**config.mk**
```make
export PLATFORM = sky130hd
export DESIGN_NAME = instr_encoder_loader
export DESIGN_NICKNAME = d
export VERILOG_FILES = /design/src/rtl/mips_isa_pkg.sv /design/src/rtl/instr_field_packer.sv /design/src/rtl/instr_encoder_loader.sv
export SDC_FILE = /design/constraint.sdc
export NUM_CORES = 1
export LEC_CHECK = 0
export CAP_MARGIN = 20
export CORE_MARGIN = 2
export CORE_UTILIZATION = 30
export CTS_BUF_LIST = sky130_fd_sc_hd__clkbuf_2
export CTS_CLUSTER_SIZE = 40
export DETAILED_ROUTE_END_ITERATION = 7
export PLACE_DENSITY = 0.59
export SYNTH_ARGS = -nofsm -noshare
export SYNTH_HDL_FRONTEND = slang
export SYNTH_HIERARCHICAL = 1
export SYNTH_SLANG_ARGS = --single-unit
```
**constraint.sdc**
```tcl
create_clock -name clk -period 4.3 [get_ports clk]
set_clock_uncertainty 0.05 [all_clocks]
set_input_delay 0.645 -clock clk [delete_from_list [all_inputs] [get_ports clk]]
set_output_delay 0.645 -clock clk [all_outputs]
set_load 0.03 [all_outputs]
```
**src/rtl/mips_isa_pkg.sv**
```systemverilog
// MIPS opcode/funct constants and loader descriptor types shared by the encoder and the control unit.
package mips_isa_pkg;

  localparam logic [5:0] OP_RTYPE = 6'b000000;
  localparam logic [5:0] OP_J     = 6'b000010;
  localparam logic [5:0] OP_BEQ   = 6'b000100;
  localparam logic [5:0] OP_ADDI  = 6'b001000;
  localparam logic [5:0] OP_LW    = 6'b100011;
  localparam logic [5:0] OP_SW    = 6'b101011;

  localparam logic [5:0] FN_ADD = 6'b100000;
  localparam logic [5:0] FN_SUB = 6'b100010;
  localparam logic [5:0] FN_SLT = 6'b101010;
  localparam logic [5:0] FN_MUL = 6'b011100;

  // Codes 6 and 7 are deliberately unnamed: they are the illegal classes.
  typedef enum logic [2:0] {
    CLS_LW    = 3'd0,
    CLS_SW    = 3'd1,
    CLS_RTYPE = 3'd2,
    CLS_ADDI  = 3'd3,
    CLS_BEQ   = 3'd4,
    CLS_J     = 3'd5
  } op_class_e;

  typedef enum logic [1:0] {
    ALU_ADD = 2'd0,
    ALU_SUB = 2'd1,
    ALU_SLT = 2'd2,
    ALU_MUL = 2'd3
  } alu_fn_e;

  typedef struct packed {
    op_class_e   op_class;
    logic [1:0]  alu_fn;
    logic [4:0]  rs;
    logic [4:0]  rt;
    logic [4:0]  rd;
    logic [15:0] imm;
    logic [25:0] target;
  } desc_t;

  function automatic logic [31:0] i_type(input logic [5:0] op, input logic [4:0] rs,
                                         input logic [4:0] rt, input logic [15:0] imm);
    return {op, rs, rt, imm};
  endfunction

endpackage

```
**src/rtl/instr_field_packer.sv**
```systemverilog
// Combinational descriptor-to-machine-word packer; zero latency, no flow control.
// Irrelevant fields for a class are ignored; classes 6/7 raise illegal and yield a zero word.
module instr_field_packer
  import mips_isa_pkg::*;
(
  input  desc_t       desc,
  output logic [31:0] word,
  output logic        illegal
);

  logic [5:0] funct;

  always_comb begin
    funct = FN_ADD;
    case (alu_fn_e'(desc.alu_fn))
      ALU_ADD: funct = FN_ADD;
      ALU_SUB: funct = FN_SUB;
      ALU_SLT: funct = FN_SLT;
      ALU_MUL: funct = FN_MUL;
      default: funct = FN_ADD;
    endcase
  end

  always_comb begin
    word    = '0;
    illegal = 1'b0;
    case (desc.op_class)
      CLS_LW:    word = i_type(OP_LW,   desc.rs, desc.rt, desc.imm);
      CLS_SW:    word = i_type(OP_SW,   desc.rs, desc.rt, desc.imm);
      CLS_ADDI:  word = i_type(OP_ADDI, desc.rs, desc.rt, desc.imm);
      CLS_BEQ:   word = i_type(OP_BEQ,  desc.rs, desc.rt, desc.imm);
      CLS_J:     word = {OP_J, desc.target};
      CLS_RTYPE: word = {OP_RTYPE, desc.rs, desc.rt, desc.rd, 5'd0, funct};
      default:   illegal = 1'b1;
    endcase
  end

endmodule

```
**src/rtl/instr_encoder_loader.sv**
```systemverilog
// Streams encoded MIPS words into IMEM; word written the cycle after its accept, 1 word/cycle.
// in_ready drops when DEPTH words are committed or the session's last descriptor was taken.
module instr_encoder_loader
  import mips_isa_pkg::*;
#(
  parameter int ADDR_W    = 6,
  parameter int DEPTH     = 64,
  parameter int BASE_ADDR = 0
) (
  input  logic              clk,
  input  logic              rst_n,
  input  logic              start,
  input  logic              in_valid,
  output logic              in_ready,
  input  logic              in_last,
  input  logic [2:0]        op_class,
  input  logic [1:0]        alu_fn,
  input  logic [4:0]        rs,
  input  logic [4:0]        rt,
  input  logic [4:0]        rd,
  input  logic [15:0]       imm,
  input  logic [25:0]       target,
  output logic              imem_we,
  output logic [ADDR_W-1:0] imem_addr,
  output logic [31:0]       imem_wdata,
  output logic [ADDR_W:0]   word_count,
  output logic              done,
  output logic              err_illegal,
  output logic              err_overflow
);

  localparam logic [ADDR_W:0]   DEPTH_C  = (ADDR_W+1)'(DEPTH);
  localparam logic [ADDR_W:0]   DEPTH_M1 = (ADDR_W+1)'(DEPTH - 1);
  localparam logic [ADDR_W:0]   CNT_ONE  = (ADDR_W+1)'(1);
  localparam logic [ADDR_W-1:0] ADDR_ONE = ADDR_W'(1);
  localparam logic [ADDR_W-1:0] BASE_C   = ADDR_W'(BASE_ADDR);

  typedef enum logic [1:0] {S_IDLE, S_LOAD, S_FLUSH, S_DONE} state_e;

  state_e          state, state_nxt;
  desc_t           desc;
  logic [31:0]     word;
  logic            illegal;
  logic            xfer;
  logic            restart;
  logic            full;
  logic [ADDR_W:0] committed;

  assign desc = '{op_class: op_class_e'(op_class), alu_fn: alu_fn, rs: rs, rt: rt,
                  rd: rd, imm: imm, target: target};

  instr_field_packer u_packer (
    .desc    (desc),
    .word    (word),
    .illegal (illegal)
  );

  // The word in flight on the write port counts against DEPTH before word_count catches up.
  assign committed = word_count + {{ADDR_W{1'b0}}, imem_we};
  assign xfer      = in_valid & in_ready;
  assign full      = (state == S_LOAD) && (word_count == DEPTH_C);
  assign done      = (state == S_DONE);

  always_ff @(posedge clk) begin
    if (!rst_n) state <= S_IDLE;
    else        state <= state_nxt;
  end

  always_comb begin
    state_nxt = state;
    in_ready  = 1'b0;
    restart   = 1'b0;
    case (state)
      S_IDLE, S_DONE: begin
        if (start) begin
          state_nxt = S_LOAD;
          restart   = 1'b1;
        end
      end
      S_LOAD: begin
        in_ready = (committed < DEPTH_C);
        if (in_valid && in_ready && in_last) state_nxt = illegal ? S_DONE : S_FLUSH;
        else if (full)                       state_nxt = S_DONE;
      end
      S_FLUSH: state_nxt = S_DONE;
      default: state_nxt = S_IDLE;
    endcase
  end

  always_ff @(posedge clk) begin
    if (!rst_n) begin
      imem_we      <= 1'b0;
      imem_wdata   <= '0;
      imem_addr    <= BASE_C;
      word_count   <= '0;
      err_illegal  <= 1'b0;
      err_overflow <= 1'b0;
    end else begin
      imem_we <= xfer && !illegal;
      if (xfer && !illegal) imem_wdata <= word;
      if (restart) begin
        imem_addr    <= BASE_C;
        word_count   <= '0;
        err_illegal  <= 1'b0;
        err_overflow <= 1'b0;
      end else begin
        if (imem_we) begin
          word_count <= word_count + CNT_ONE;
          // Hold the address on the final slot so it never wraps past the memory.
          if (word_count < DEPTH_M1) imem_addr <= imem_addr + ADDR_ONE;
        end
        if (xfer && illegal) err_illegal  <= 1'b1;
        if (full)            err_overflow <= 1'b1;
      end
    end
  end

endmodule

```
### Word-level counts from Yosys, hierarchy flattened

Cells that the tools add are included.

| word-level totals | value |
|---|---|
| flip-flop bits (word level) | 50 |
| output and inout port bits | 50 |
| logic and storage cells | 52 |

| operators by class | value |
|---|---|
| $add $sub $neg | 3 |
| $lt $le $gt $ge | 2 |
| equality and inequality tests | 14 |
| multiplexer cells | 11 |
| bitwise operators | 2 |
| reduce and logical (&&, ||, !) cells | 13 |

Operator list:

| operator | number |
|---|---|
| $pmux 32 s6 | 1 |
| $pmux 6 s4 | 1 |
| $eq 2x2->1 const B | 4 |
| $add 7x1->7 | 1 |
| $add 7x1->7 const B | 1 |
| $eq 7x7->1 const B | 1 |
| $lt 7x6->1 const B | 1 |
| $lt 7x7->1 const B | 1 |
| $add 6x1->6 const B | 1 |
| $eq 3x2->1 const B | 2 |
| $eq 3x3->1 const B | 2 |
| $mux 2 | 3 |
| $pmux 2 s3 | 1 |
| $reduce_or 6->1 | 1 |
| $logic_and 1x1->1 | 5 |
| $mux 1 | 5 |
| $eq 2x1->1 const B | 2 |
| $logic_not 2->1 | 2 |
| $reduce_and 2->1 | 2 |
| $reduce_or 2->1 | 2 |
| $eq 3x1->1 const B | 1 |
| $logic_not 3->1 | 1 |
| $ne 3x2->1 const B | 1 |
| $ne 2x2->1 const B | 1 |
| other kinds (2) | 2 |

### Depth between registers and ports, before layout

| logic depth | value |
|---|---|
| depth after elaboration | 6 |
| gate-level depth with buffers | 8 |

### Cells and area by module

Netlist, hierarchy kept.

Modules (own cells, without submodules):

| module | instances | cells an instance | area an instance (um^2) | sequential area each (um^2) |
|---|---|---|---|---|
| instr_encoder_loader | 1 | 260 | 2319.7 | 1001.0 |
| instr_field_packer | 1 | 109 | 877.1 | 0.0 |

### Worst setup path after synthesis

OpenSTA, ideal clock, no wires.

| timing path | value |
|---|---|
| kind | flip-flop to output port |
| start point | register imem_we |
| end point | output in_ready |
| arrival | 1575 ps |
| data required time | 3605 ps |
| path slack | 2030 ps |
| stages on the path, launching flop included | 6 |
| path through | dfxtp_1 -> buf_2 -> nand3_1 -> nor2_1 -> xnor2_1 -> and2_1 |

| on the way | value |
|---|---|
| word-level cells in the longest chain between the ends | 3 |

RTL lines:

| element | line | RTL |
|---|---|---|
| start, declared | instr_encoder_loader.sv:23 | `output logic imem_we,` |
| start signal, assigned | instr_encoder_loader.sv:99 | `imem_we <= xfer && !illegal;` |
| $add 7x1->7 | instr_encoder_loader.sv:59 | `assign committed = word_count + {{ADDR_W{1'b0}}, imem_we};` |
| $lt 7x7->1 | instr_encoder_loader.sv:81 | `in_ready = (committed < DEPTH_C);` |
| $mux 1 | instr_encoder_loader.sv:73 | `case (state)` |
| end, declared | instr_encoder_loader.sv:14 | `output logic in_ready,` |

No other way between the ends.

### Worst setup path after layout

Ends and elaborated chain as after synthesis.

==> reports/results.txt <==
flops & latches, synth - 50
# hold bufs at CTS - 0
critical path required time - 3.61 ns
slew of the pin with the lowest slew margin - 0.9783 ns
IO Count - 117
Via Count - 3063
Synth Area in Simple Gates - 0.1589
mux cell area share after synthesis - 0.006262
final instance area - 4360 sq um
EDFF count, synth - 0
DR WL/cell - 16.10 um
Max IR drop VDD - 0.09412 mV
CP bufs+invs - 1
Netlist cell types - 54
Clk Latency, worst-skew pair - 0.42 ns
top cells by area, synth - dfxtp_1 (31%), a22oi_2 (7.8%), a21boi_1 (7.0%)
PD cells - 254.5 nW/um^2
ys async rst share - 0
layout cells sized above 1 - 0.1133
warnings from Yosys - 6
Critical Path End - in_ready
CTS max path bufs - 2
Fin. Hold Viols - 0
I/O Buffers - 116
max-slew violation count - 0
top-count cell post-synth - dfxtp_1
Sink Count - 50
post-synthesis compound-gate area fraction - 0.3585
die area - 11500 sq um
Post-Syn Area per Cell - 8.663 sq um
Yosys top cell area share - 0.3131
most crowded layer after global routing - met2
met3 usage in global routing - 0.04195
setup violators final - 0
crit-path cells - nand3_1, nor2_1, xnor2_1, and2_1, clkdlybuf4s50_1
number of global-route vias before repair - 3051
Hold/Removal Path Class - register to register
CP arrival - 2.50 ns
synthesized area - 3197 sq um
grt met1 use - 0.2237
Clock transition at path regs - 0.24 ns
P&R area growth vs syn - 36.40%
GRT overflow - 0
largest net degree at the start of global routing - 39
initial drt markers - 194
FF-to-FF End - imem_wdata[17]$_SDFFE_PN0P_
Post-Synth Adder-Cell Area - 0.03523
flop2flop setup slack - 1.97 ns
Worst Setup SP - imem_we$_SDFF_PN0_
reg2reg path depth - 5
htree depth - 2
critical path startpoint category - register
cells after synthesis - 369
Critical Path Fanout Max - 9
Slew headroom - 0.3457
sequential area share after synthesis - 0.3131
final setup margin - 1.106 ns
detailed-route wire length - 9.580 mm
Setup Total Neg Slack - 0 ns
post-cts sizing count - 0
clk root buf - clkbuf_2
Yosys top cell by area - dfxtp_1
ANT nets after route - 0
CP Capture Type - primary output
DR DRC count - 0
largest family of logic cells by synthesized area - compound AO/OA/AOI/OAI gates
Max Clock Freq - 0.3131 GHz
WS Path Type - register to primary output
core area - 10320 sq um
M2 GR Usage - 0.2604
R2R Path Start - state[0]$_SDFFE_PN0P_
DRT Pass-1 Iters - 4
CTS Buf Count - 5
period utilisation layout - 0.7429
antenna violations before repair - 0
Placement Setup Slack - 1.176 ns
Crit path largest cell delay - 0.66 ns
Final nets - 535
post-CTS setup buffer count - 0
Die Span X - 107.2 um
GRT Overall Usage - 0.1657
WP depth - 5
placed instance area - 4325 sq um
Post-synth top flop - dfxtp_1
max-cap check violation count - 0
Std-Cell Rows - 37
Leak - 1.506 nW
vias per inst - 5.148
TritonCTS clock tree - done
outcome - complete, no violations
diode count - 0
CP max stage cell - clkdlybuf4s50_1
Post-DP HPWL - 6.822 mm
global-route wire length before repair - 15.32 mm
Routability Congestion - 0.8017
total power - 1.110 mW
Starting Density - 0.3097
syn_nets - 445
die height - 107.2 um
Top delay family on crit path - simple AND/OR/NAND/NOR gates
Synth Area in XOR/XNOR - 0.03288
Tmin final - 3.194 ns
commonest cells in the synthesized netlist - dfxtp_1 (50), nand3_1 (35), o21ai_0 (34)
RSZ-0062 raised after global routing - no
## layout make-up
cell class,instances,area [sq um]
well taps,136,170.2
repair buffers,120,1191
clock buffers,7,35.03
inverters,18,67.56
multi-input cells,264,1896
fillers,1001,5963
flip-flops and latches,50,1001
## cell families (layout without fill, tap and decap cells)
kind of cell    Yosys count  in the layout
flops                    50             50
other cells               1              1
xor+xnor                 12             12
simple gates             96             96
fa+ha+maj                 9              9
compound gates          144            144
buf+inv                  55            145
mux                       2              2
## cells in the final DEF, fill, tap and decap left out, types with 7 or more instances in the layout
cell / instances
clkdlybuf4s50_1: 116
dfxtp_1: 50
nand3_1: 35
o21ai_0: 34
a21boi_1: 30
a22oi_2: 20
nor2_1: 18
inv_1: 17
nand2_1: 15
a22oi_1: 13
o22ai_2: 12
xor2_1: 10
ha_1: 9
o22ai_1: 8
clkbuf_2: 7
## flip-flops by register name, indices dropped and copies added (netlist names)
signal,count
imem_wdata,32
state,2
err_overflow,1
imem_addr,6
err_illegal,1
imem_we,1
word_count,7
## tightest hold or removal path, stage by stage, from the launching register on
cell and delay, ns:
dfxtp_1 0.36, nand3_1 0.06, a21boi_1 0.05
## routing by layer
layer  wire length [um]  vias to the layer above
li1                   -                     1517
met1               4420                     1419
met5                  0                        -
met3                682                       12
met4                151                        0
met2               4326                      115
## how the worst min path moves through the flow
stage | start | end | slack, ns | depth (start not counted)
floorplan | state[1]$_SDFFE_PN0P_ | state[1]$_SDFFE_PN0P_ | 0.47 | 2
global placement | imem_wdata[10]$_SDFFE_PN0P_ | imem_wdata[10]$_SDFFE_PN0P_ | 0.40 | 2
detailed placement | imem_wdata[9]$_SDFFE_PN0P_ | imem_wdata[9]$_SDFFE_PN0P_ | 0.41 | 2
CTS | imem_wdata[9]$_SDFFE_PN0P_ | imem_wdata[9]$_SDFFE_PN0P_ | 0.44 | 2
global route | imem_wdata[9]$_SDFFE_PN0P_ | imem_wdata[9]$_SDFFE_PN0P_ | 0.46 | 2
finish | imem_wdata[23]$_SDFFE_PN0P_ | imem_wdata[23]$_SDFFE_PN0P_ | 0.43 | 2
## power breakdown
group | internal (mW) | switching [mW] | total [mW]
Combinational | 0.186 | 0.222 | 0.408
Sequential | 0.492 | 0.0247 | 0.517
Clock | 0.0422 | 0.143 | 0.185
## through the flow
stage | util | hold WS, ns | instances
floorplan | - | 0.4744 | 369
global placement | 0.4190 | 0.4034 | 588
detailed placement | 0.4190 | 0.4103 | 588
CTS | 0.4224 | 0.4366 | 595
global route | 0.4224 | 0.4585 | 595
finish | 0.4224 | 0.4345 | 595
Note: power is estimated with default switching activity, not from simulation.
